<file path="src/rtl/gray_pkg.sv">
// Shared Gray-code package: default width and binary<->Gray helpers (16-bit max).
package gray_pkg;

  localparam int unsigned GRAY_W_DEFAULT = 4;
  localparam int unsigned GRAY_W_MAX     = 16;

  // Binary to Gray: each Gray bit is the XOR of adjacent binary bits.
  function automatic logic [GRAY_W_MAX-1:0] bin2gray(input logic [GRAY_W_MAX-1:0] b);
    return b ^ (b >> 1);
  endfunction

  // Gray to binary: prefix XOR from the MSB down.
  function automatic logic [GRAY_W_MAX-1:0] gray2bin(input logic [GRAY_W_MAX-1:0] g);
    logic [GRAY_W_MAX-1:0] b;
    b[GRAY_W_MAX-1] = g[GRAY_W_MAX-1];
    for (int i = GRAY_W_MAX - 2; i >= 0; i--) begin
      b[i] = b[i+1] ^ g[i];
    end
    return b;
  endfunction

endpackage

</file>
<file path="src/rtl/gray_counter_if.sv">
// Control/status bundle for gray_counter; err_step exists only with GRAY_COUNTER_STEP_CHECK_EN.
interface gray_counter_if #(
  parameter int unsigned WIDTH = gray_pkg::GRAY_W_DEFAULT
);
  logic             en;
  logic             up;
  logic             load;
  logic [WIDTH-1:0] load_val;
  logic [WIDTH-1:0] binary;
  logic [WIDTH-1:0] gray;
  logic             tc;
`ifdef GRAY_COUNTER_STEP_CHECK_EN
  logic             err_step;

  modport master (output en, up, load, load_val, input binary, gray, tc, err_step);
  modport slave  (input en, up, load, load_val, output binary, gray, tc, err_step);
`else
  modport master (output en, up, load, load_val, input binary, gray, tc);
  modport slave  (input en, up, load, load_val, output binary, gray, tc);
`endif
endinterface

</file>
<file path="src/rtl/gray_enc.sv">
// Combinational binary-to-Gray encoder on the counter's next-state path.
module gray_enc
  import gray_pkg::*;
#(
  parameter int unsigned WIDTH = GRAY_W_DEFAULT
) (
  input  logic [WIDTH-1:0] bin,
  output logic [WIDTH-1:0] gray_c
);

  assign gray_c = WIDTH'(bin2gray(GRAY_W_MAX'(bin)));

endmodule

</file>
<file path="src/rtl/gray_counter.sv">
// Up/down binary counter with registered Gray output (WIDTH 2..16).
// Optional sticky step checker: define GRAY_COUNTER_STEP_CHECK_EN.
module gray_counter
  import gray_pkg::*;
#(
  parameter int unsigned WIDTH = GRAY_W_DEFAULT
) (
  input  logic           clk,
  input  logic           rst_n,
  gray_counter_if.slave  bus
);

  localparam logic [WIDTH-1:0] ALL_ONES = '1;
  localparam logic [WIDTH-1:0] ONE      = WIDTH'(1);

  logic [WIDTH-1:0] bin_q;
  logic [WIDTH-1:0] gray_q;
  logic [WIDTH-1:0] bin_next;
  logic [WIDTH-1:0] gray_next;

  // Next binary: load beats count, count beats hold.
  always_comb begin
    bin_next = bin_q;
    if (bus.load) begin
      bin_next = bus.load_val;
    end else if (bus.en) begin
      bin_next = bus.up ? (bin_q + ONE) : (bin_q - ONE);
    end
  end

  // Gray is derived from the next binary so both registers update together.
  gray_enc #(.WIDTH(WIDTH)) u_enc (
    .bin    (bin_next),
    .gray_c (gray_next)
  );

  // Count state registers.
  always_ff @(posedge clk or negedge rst_n) begin
    if (!rst_n) begin
      bin_q  <= '0;
      gray_q <= '0;
    end else begin
      bin_q  <= bin_next;
      gray_q <= gray_next;
    end
  end

  assign bus.binary = bin_q;
  assign bus.gray   = gray_q;
  assign bus.tc     = bus.en & ((bus.up & (bin_q == ALL_ONES)) | (~bus.up & (bin_q == '0)));

`ifdef GRAY_COUNTER_STEP_CHECK_EN
  logic [WIDTH-1:0] gray_diff;
  logic             one_bit_step;
  logic             err_q;

  assign gray_diff    = gray_next ^ gray_q;
  assign one_bit_step = (gray_diff != '0) && ((gray_diff & (gray_diff - ONE)) == '0);

  // Sticky flag on any counting edge whose Gray step is not a single-bit change; loads are exempt.
  always_ff @(posedge clk or negedge rst_n) begin
    if (!rst_n) begin
      err_q <= 1'b0;
    end else if (bus.en && !bus.load && !one_bit_step) begin
      err_q <= 1'b1;
    end
  end

  assign bus.err_step = err_q;
`endif

endmodule

</file>
<file path="src/flat_wrapper.sv">
// flat-port wrapper written by rule: the top's interface ports become plain ports
module gray_counter_flat import gray_pkg::*;
#(
  parameter int unsigned WIDTH = GRAY_W_DEFAULT
)
  (clk, rst_n, bus_en, bus_up, bus_load, bus_load_val, bus_binary, bus_gray, bus_tc);
  gray_counter_if #(.WIDTH(WIDTH)) bus_i ();
  input  logic clk;
  input  logic rst_n;
  input wire logic [$bits(bus_i.en)-1:0] bus_en;
  input wire logic [$bits(bus_i.up)-1:0] bus_up;
  input wire logic [$bits(bus_i.load)-1:0] bus_load;
  input wire logic [$bits(bus_i.load_val)-1:0] bus_load_val;
  output wire logic [$bits(bus_i.binary)-1:0] bus_binary;
  output wire logic [$bits(bus_i.gray)-1:0] bus_gray;
  output wire logic [$bits(bus_i.tc)-1:0] bus_tc;
  assign bus_i.en = bus_en;
  assign bus_i.up = bus_up;
  assign bus_i.load = bus_load;
  assign bus_i.load_val = bus_load_val;
  assign bus_binary = bus_i.binary;
  assign bus_gray = bus_i.gray;
  assign bus_tc = bus_i.tc;
  gray_counter #(.WIDTH(WIDTH)) u_core (.clk(clk), .rst_n(rst_n), .bus(bus_i));
endmodule
</file>
<file path="config.mk">
export PLATFORM = sky130hd
export DESIGN_NAME = gray_counter_flat
export DESIGN_NICKNAME = d
export VERILOG_FILES = /design/src/rtl/gray_pkg.sv /design/src/rtl/gray_counter_if.sv /design/src/rtl/gray_enc.sv /design/src/rtl/gray_counter.sv /design/src/flat_wrapper.sv
export SDC_FILE = /design/constraint.sdc
export NUM_CORES = 1
export LEC_CHECK = 0
export BUFFER_PORTS_ARGS = -buffer_cell sky130_fd_sc_hd__buf_2
export CORE_AREA = 2 2 39 41
export CTS_CLUSTER_DIAMETER = 100
export DETAILED_ROUTE_END_ITERATION = 12
export DIE_AREA = 0 0 41 43
export HOLD_SLACK_MARGIN = 0.03
export PLACE_DENSITY = 0.62
export SETUP_SLACK_MARGIN = 0.15
export SYNTH_ARGS = -nofsm -noshare
export SYNTH_HDL_FRONTEND = slang
export SYNTH_SLANG_ARGS = --single-unit
</file>
<file path="constraint.sdc">
create_clock -name clk -period 3 [get_ports clk]
set_clock_uncertainty 0.05 [all_clocks]
set_input_delay 0.45 -clock clk [delete_from_list [all_inputs] [get_ports clk]]
set_output_delay 0.45 -clock clk [all_outputs]
set_load 0.02 [all_outputs]
</file>
==> results.ini, run 1 <==
[sta]
finalSetupViolations = 0
post-route-period-util_pct = 74.34
slew-limit-headroom_pct = 76.98
drv_slew = 0
rsz0062_at_grt = no
fmax_mhz = 448.4
tightest_slew_ns = 0.3417
setup_tns_ns = 0
period_needed_ns = 2.230
hold_viol_final = 0

[detailed_routing]
vias_per_cell = 4.519
route.detailed.drc = 0
ant_nets = 0
drtPass1Iterations = 4
routed_wl_um = 788
wl_per_cell_um = 10.23
vias = 348
drtIter0Drc = 1

[critical_path]
cpPeakStageDelay_ns = 0.66
cp_data_required_time_ns = 2.50
crit_fanout = 5
r2r-start = u_core.bus.binary[2]
critPathArrivalTime_ns = 1.73
r2r.worst_path.cells = 5
slowest_stage = or4_2
end_kind = output port
crit_chain = or4_2 > o21ai_0 > and2_1 > buf_2
ff2ff_setup_slack_ns = 1.26
critical_path_class = flip-flop to output port
startpoint_type = flip-flop
reg2reg_to = u_core.bus.gray[2]

[synth]
synth_area_leader_cell = dfrtp_1
synth_common_cells = dfrtp_1 (7), xnor2_1 (4), buf_4 (3)
ys_async_sr_fraction_pct = 100.0
synth-edff-count = 0
synth-seq-area-share_pct = 39.33
yosysTopAreaCellShare_pct = 39.33
synth_area_per_cell_um2 = 10.61
syn_inst = 42
synth_seq_cells = 7
yosysMostFrequentCell = dfrtp_1
synth_nets = 54
yosys-top-cells-area = dfrtp_1 (39%), xnor2_1 (7.9%), ha_1 (5.6%)
synth_flop_cell = dfrtp_1
ys_warn_count = 0
synthesis.area_um2 = 445.4
synth_cell_type_count = 22

[layout]
nFillCells = 143
final_nets = 74
area_growth_pct = 26.69
antenna_cells = 0
drive_gt1_share_pct = 40.98
final_core_util_pct = 40.78

[clock_tree]
cts_buffers = 3
cts_tree = yes
cts_root_buffer = clkbuf_4
clk_latency_ns = 0.24
cts.path.max_buffers = 2
cts_setup_buffers = 0
cts_max_level = 1
cts_sinks = 7
path_clk_slew_ns = 0.05

[global_routing]
overflow = 0
grt_pass1_vias = 301
grt_usage_pct = 10.47
grt_start_max_net_pins = 10
antenna_found_initial = 0
grt_pass1_wl_um = 1193

[hold_path]
hold_depth = 3
whs_endpoint = u_core.bus.binary[2]
min_from = bus_load_val[2]
hold_class = input port to flip-flop

[die]
die_height_um = 43
initial_core_util_pct = 32.19
die-area_mm2 = 0.001763
die_w_um = 41
core_area_mm2 = 0.001384
rows = 14
boundaryPins = 18

[pwr]
leakagePower_uw = 0.0002822
cellPowerDensity_mw_per_mm2 = 602.4
max-vdd-ir-drop_uv = 267.9

[place]
gp_congestion = 0.6284
place.port_buffers = 17
hpwl_um = 635.2

[job]
maxCapViolCount = 0

[outcome]
outcome = finished, final reports clean

## cells in the final DEF (no fill, tap or decap), drive strengths merged
cell and count:
nand3 2, ha 2, or3 1, mux2i 2
o21ai 3, xnor2 4, a22o 1, clkbuf 4
xor2 2, nor2 2, fa 1, inv 2
or4 1, dlygate4sd3 1, nand2b 1, and4b 1
nand2 2, and3 1, dfrtp 7, and2 1
a211oi 1, buf 17, a21oi 2
## power breakdown
| group | switching (uW) | internal [uW] | leakage (uW) |
|---|---|---|---|
| Clock | 30.9 | 50.5 | 0.0000150 |
| Combinational | 73.9 | 53.8 | 0.000184 |
| Sequential | 15.5 | 115 | 0.0000833 |
| Total | 120 | 220 | 0.000282 |
## sequential cells by signal, indices dropped and copies added (netlist names)
register           flops
u_core.bus.binary      4
u_core.bus.gray        3
## critical path: cells and delay by family, from the launching register on
family / cells / cell delay, ns
flops: 1 / 0.41
buf+inv: 1 / 0.15
simple gates: 2 / 0.79
compound gates: 1 / 0.14
## kinds of logic (layout without fill, tap and decap cells)
kind of cell               Yosys count  count (layout)  share of synthesized area [%]
and+or+nand+nor                     12              12                          17.14
AOI/OAI and AO/OA                    7               7                          10.39
DFF                                  7               7                          39.33
xor gates and xnor gates             6               6                          11.80
buffers and inverters                5              24                          6.742
adders and majority gates            3               3                          10.11
muxes                                2               2                          4.495
## worst max-delay path by stage
stage	start	to	slack (ns)	cells past startpoint
after floorplan	u_core.bus.binary[2]	bus_tc	1.00	3
after global placement	bus_up	bus_tc	0.90	5
after detailed placement	bus_up	bus_tc	0.87	5
after CTS	u_core.bus.binary[2]	bus_tc	0.75	4
after global routing	u_core.bus.binary[2]	bus_tc	0.67	4
final	u_core.bus.binary[2]	bus_tc	0.77	4
## what timing repair did
item                                    CTS  global route
hold endpoints to repair                  7             0
endpoints found under the setup margin    0             0
gates resized for setup                   0             0
hold buffers                              1             0
## cell type report
class	count	area (um^2)	share of cell area [%]
multi-input cells	30	240.2	42.57
flip-flops and latches	7	175.2	31.04
repair buffers	18	95.09	16.85
clock buffers	4	26.28	4.656
well taps	16	20.02	3.548
inverters	2	7.507	1.330
## layer usage
| metal | vias up | global-route usage (%) | part of all wire [%] |
|---|---|---|---|
| li1 | 183 | - | - |
| met5 | - | 0 | 0 |
| met4 | 0 | 6.000 | 0 |
| met3 | 0 | 4.712 | 6.5 |
| met2 | 11 | 14.69 | 49 |
| met1 | 154 | 12.71 | 44 |
## metrics by stage
step / cell area (um^2) / cells / setup slack, ns / hold slack [ns] / total power [uW]
after global placement: 528.0 / 72 / 0.9010 / 0.2316 / 258.9
after global routing: 564.3 / 77 / 0.6706 / 0.4424 / 368.3
after CTS: 564.3 / 77 / 0.7467 / 0.4335 / 346.3
final: 564.3 / 77 / 0.7697 / 0.4339 / 339.9
after detailed placement: 528.0 / 72 / 0.8703 / 0.2401 / 260.4
after floorplan: 445.4 / 42 / 1.004 / 0.1044 / 224.3
No activity file was read; power rests on OpenSTA's default activity.
==> inputs of run 2 (changes only) <==
Settings changed: ABC_AREA from default to 1, PLACE_DENSITY 0.62 to 0.64.
Clock period 3 ns to 1.9 ns, I/O delays scaled along.
==> results.ini, run 2 <==
[pwr]
p_comb_share_pct = 35.8  ; -1.8 points
clkPwrFrac_pct = 25.8  ; +1.9 points
leakagePower_uw = 0.0003300  ; +17%
p_int_uw = 330.9  ; +51%
p_sw_uw = 186.9  ; +55%
seq_power_share_pct = 38.5  ; about the same
switching_share_pct = 36.10  ; +0.72 points
max-vdd-ir-drop_uv = 393.2  ; +47%
cellPowerDensity_mw_per_mm2 = 855.1  ; +42%

[job]
maxCapViolCount = 0  ; unchanged

[synth]
synthMuxAreaShare_pct = 0  ; -4.5 points
yosysMostFrequentCell = nand2_1
synth_area_per_cell_um2 = 7.954  ; -25%
synth_flop_cell = dfrtp_1
syn_inst = 56  ; +33%
synthAdderAreaFrac_pct = 10.11  ; unchanged
synthSimpleGateAreaFrac_pct = 21.91  ; +4.8 points
synthesis.area_um2 = 445.4  ; unchanged
synth_nets = 68  ; +26%
synthXorXnorAreaFrac_pct = 5.899  ; -5.9 points
synth_cell_type_count = 20  ; -9.1%
synth_area_leader_cell = dfrtp_1
ys_async_sr_fraction_pct = 100.0  ; unchanged
synth-seq-area-share_pct = 39.33  ; unchanged
synth_top_family_by_area = simple AND/OR/NAND/NOR gates
synth_seq_cells = 7  ; unchanged
yosys-top-cells-area = dfrtp_1 (39%), nand2_1 (13%), inv_1 (6.7%)
synth_compound_area_share_pct = 12.64  ; +2.2 points
yosysTopAreaCellShare_pct = 39.33  ; unchanged
ys_warn_count = 0  ; unchanged
synth-edff-count = 0  ; unchanged
synth_common_cells = nand2_1 (15), inv_1 (8), dfrtp_1 (7)

[detailed_routing]
drtIter0Drc = 7  ; +6
vias = 451  ; +30%
wl_per_cell_um = 10.36  ; +1.2%
route.detailed.drc = 0  ; unchanged
ant_nets = 0  ; unchanged
drtPass1Iterations = 4  ; unchanged
routed_wl_um = 984  ; +25%
vias_per_cell = 4.747  ; +5.0%

[place]
preCtsSetupSlack_ns = 0.2492  ; -0.6211 ns
hpwl_um = 725.7  ; +14%
gp_congestion = 0.6727  ; +7.0%
place.port_buffers = 17  ; unchanged
placed_area_um2 = 543.0  ; +2.8%

[critical_path]
crit_fanout = 6  ; +1
cp-startpoint = u_core.bus.binary[3]
ff2ff_setup_slack_ns = 0.24  ; -1.02 ns
critical_path_class = flip-flop to output port
r2r-start = u_core.bus.binary[0]
reg2reg_to = u_core.bus.gray[1]
end_kind = output port
critPathCapture = bus_tc
critPathArrivalTime_ns = 1.35  ; -0.38 ns
startpoint_type = flip-flop
r2r.worst_path.cells = 6  ; +1
cp_data_required_time_ns = 1.56  ; -0.94 ns

[layout]
final_common_cell = buf_2
drive_gt1_share_pct = 40.51  ; -0.48 points
antenna_cells = 0  ; unchanged
largest_reg_flops = 4  ; unchanged
final_nets = 92  ; +24%
final_core_util_pct = 43.76  ; +3.0 points
final_cell_mix = buf_2 (17), nand2_1 (15), inv_1 (8)
multi_input_area_um2 = 231.5  ; -3.6%
area_growth_pct = 35.96
fin_area_um2 = 605.6  ; +7.3%
seq_area_um2 = 180.2  ; +2.9%
nFillCells = 140  ; -2.1%

[sta]
setup_tns_ns = 0  ; unchanged
drv_slew = 0  ; unchanged
period_needed_ns = 1.681
fmax_mhz = 595.0
worst_slack_ns = 0.2193  ; -0.5504 ns
slew-limit-headroom_pct = 80.31  ; +3.3 points
rsz0062_at_grt = yes
post-route-period-util_pct = 88.46
hold_viol_final = 0  ; unchanged
finalSetupViolations = 0  ; unchanged
fin_hold_ws_ns = 0.2397  ; -0.1942 ns
tightest_slew_ns = 0.2922  ; -0.04944 ns

[clock_tree]
cts_sinks = 7  ; unchanged
cts_max_level = 1  ; unchanged
cts.path.max_buffers = 2  ; unchanged
cts_root_buffer = clkbuf_4
path_clk_slew_ns = 0.05  ; about the same
cts_buffers = 3  ; unchanged
cts_tree = yes
clk_latency_ns = 0.25  ; about the same

[die]
boundaryPins = 18  ; unchanged
rows = 14  ; unchanged
core_area_mm2 = 0.001384  ; unchanged
die_w_um = 41  ; unchanged
die-area_mm2 = 0.001763  ; unchanged
initial_core_util_pct = 32.19  ; unchanged
die_height_um = 43  ; unchanged

[global_routing]
grt_pass1_wl_um = 1462  ; +23%
antenna_found_initial = 0  ; unchanged
grt_usage_pct = 12.91  ; +2.4 points
grt_start_max_net_pins = 8  ; -2
grt_pass1_vias = 386  ; +28%
overflow = 0  ; unchanged

[outcome]
outcome = finished, final reports clean

[hold_path]
hold_class = input port to flip-flop

## run 2: kinds of logic (layout without fill, tap and decap cells)
logic type / count (synthesis) / count (layout)
compound gates: 9 / 9
flops: 7 / 7
buf+inv: 11 / 34
xor+xnor: 3 / 3
simple gates: 23 / 23
fa+ha+maj: 3 / 3
## run 2: metal layers
layer  vias to the layer above  track usage, %  routed length, um
met5                         -               0                  0
li1                        229               -                  -
met4                         0           10.00                  0
met3                         0           4.712                 51
met1                       208           13.71                389
met2                        14           19.38                543
## run 2: worst min path at each step
stage | start | to | slack (ns) | cells after the start
after global routing | bus_load_val[2] | u_core.bus.binary[2] | 0.25 | 3
final | bus_load_val[2] | u_core.bus.binary[2] | 0.24 | 3
after CTS | bus_load_val[2] | u_core.bus.binary[2] | 0.23 | 3
after detailed placement | rst_n | u_core.bus.gray[2] | 0.08 | 1
after floorplan | rst_n | u_core.bus.binary[0] | -0.06 | 0
after global placement | rst_n | u_core.bus.gray[2] | 0.07 | 1
## run 2: power groups by stage
stage / registers (uW) / clock network, uW / logic (uW)
floorplan: 230 / 0 / 87.2
global placement: 199 / 0 / 173
detailed placement: 199 / 0 / 174
CTS: 197 / 141 / 177
global route: 203 / 155 / 205
finish: 199 / 133 / 185
## run 2: critical path, stage by stage (launching register included)
cell and delay, ns:
dfrtp_2 0.43, nor4_2 0.28, nor2_1 0.06, nor3_1 0.14, buf_2 0.19
## run 2: cell type report
| cell class | instances | share of cell area (%) |
|---|---|---|
| multi-input combinational | 38 | 38.22 |
| sequential | 7 | 29.75 |
| clock buffer | 4 | 4.339 |
| tap | 16 | 3.306 |
| inverter | 10 | 6.198 |
| timing repair buffer | 20 | 18.18 |
## run 2: what timing repair did
item / in CTS / in global routing
endpoints found under the hold margin: 7 / 0
setup endpoints to repair: 0 / 1
gates resized for setup: 0 / 5
setup buffers: 0 / 2
hold buffers: 1 / 0
## run 2: through the flow
step,total power (uW),cells
2_1_floorplan,317.1,56
3_3_place_gp,371.1,88
5_1_grt,563.3,95
3_5_place_dp,373.1,88
6_report,517.8,95
4_1_cts,514.3,93
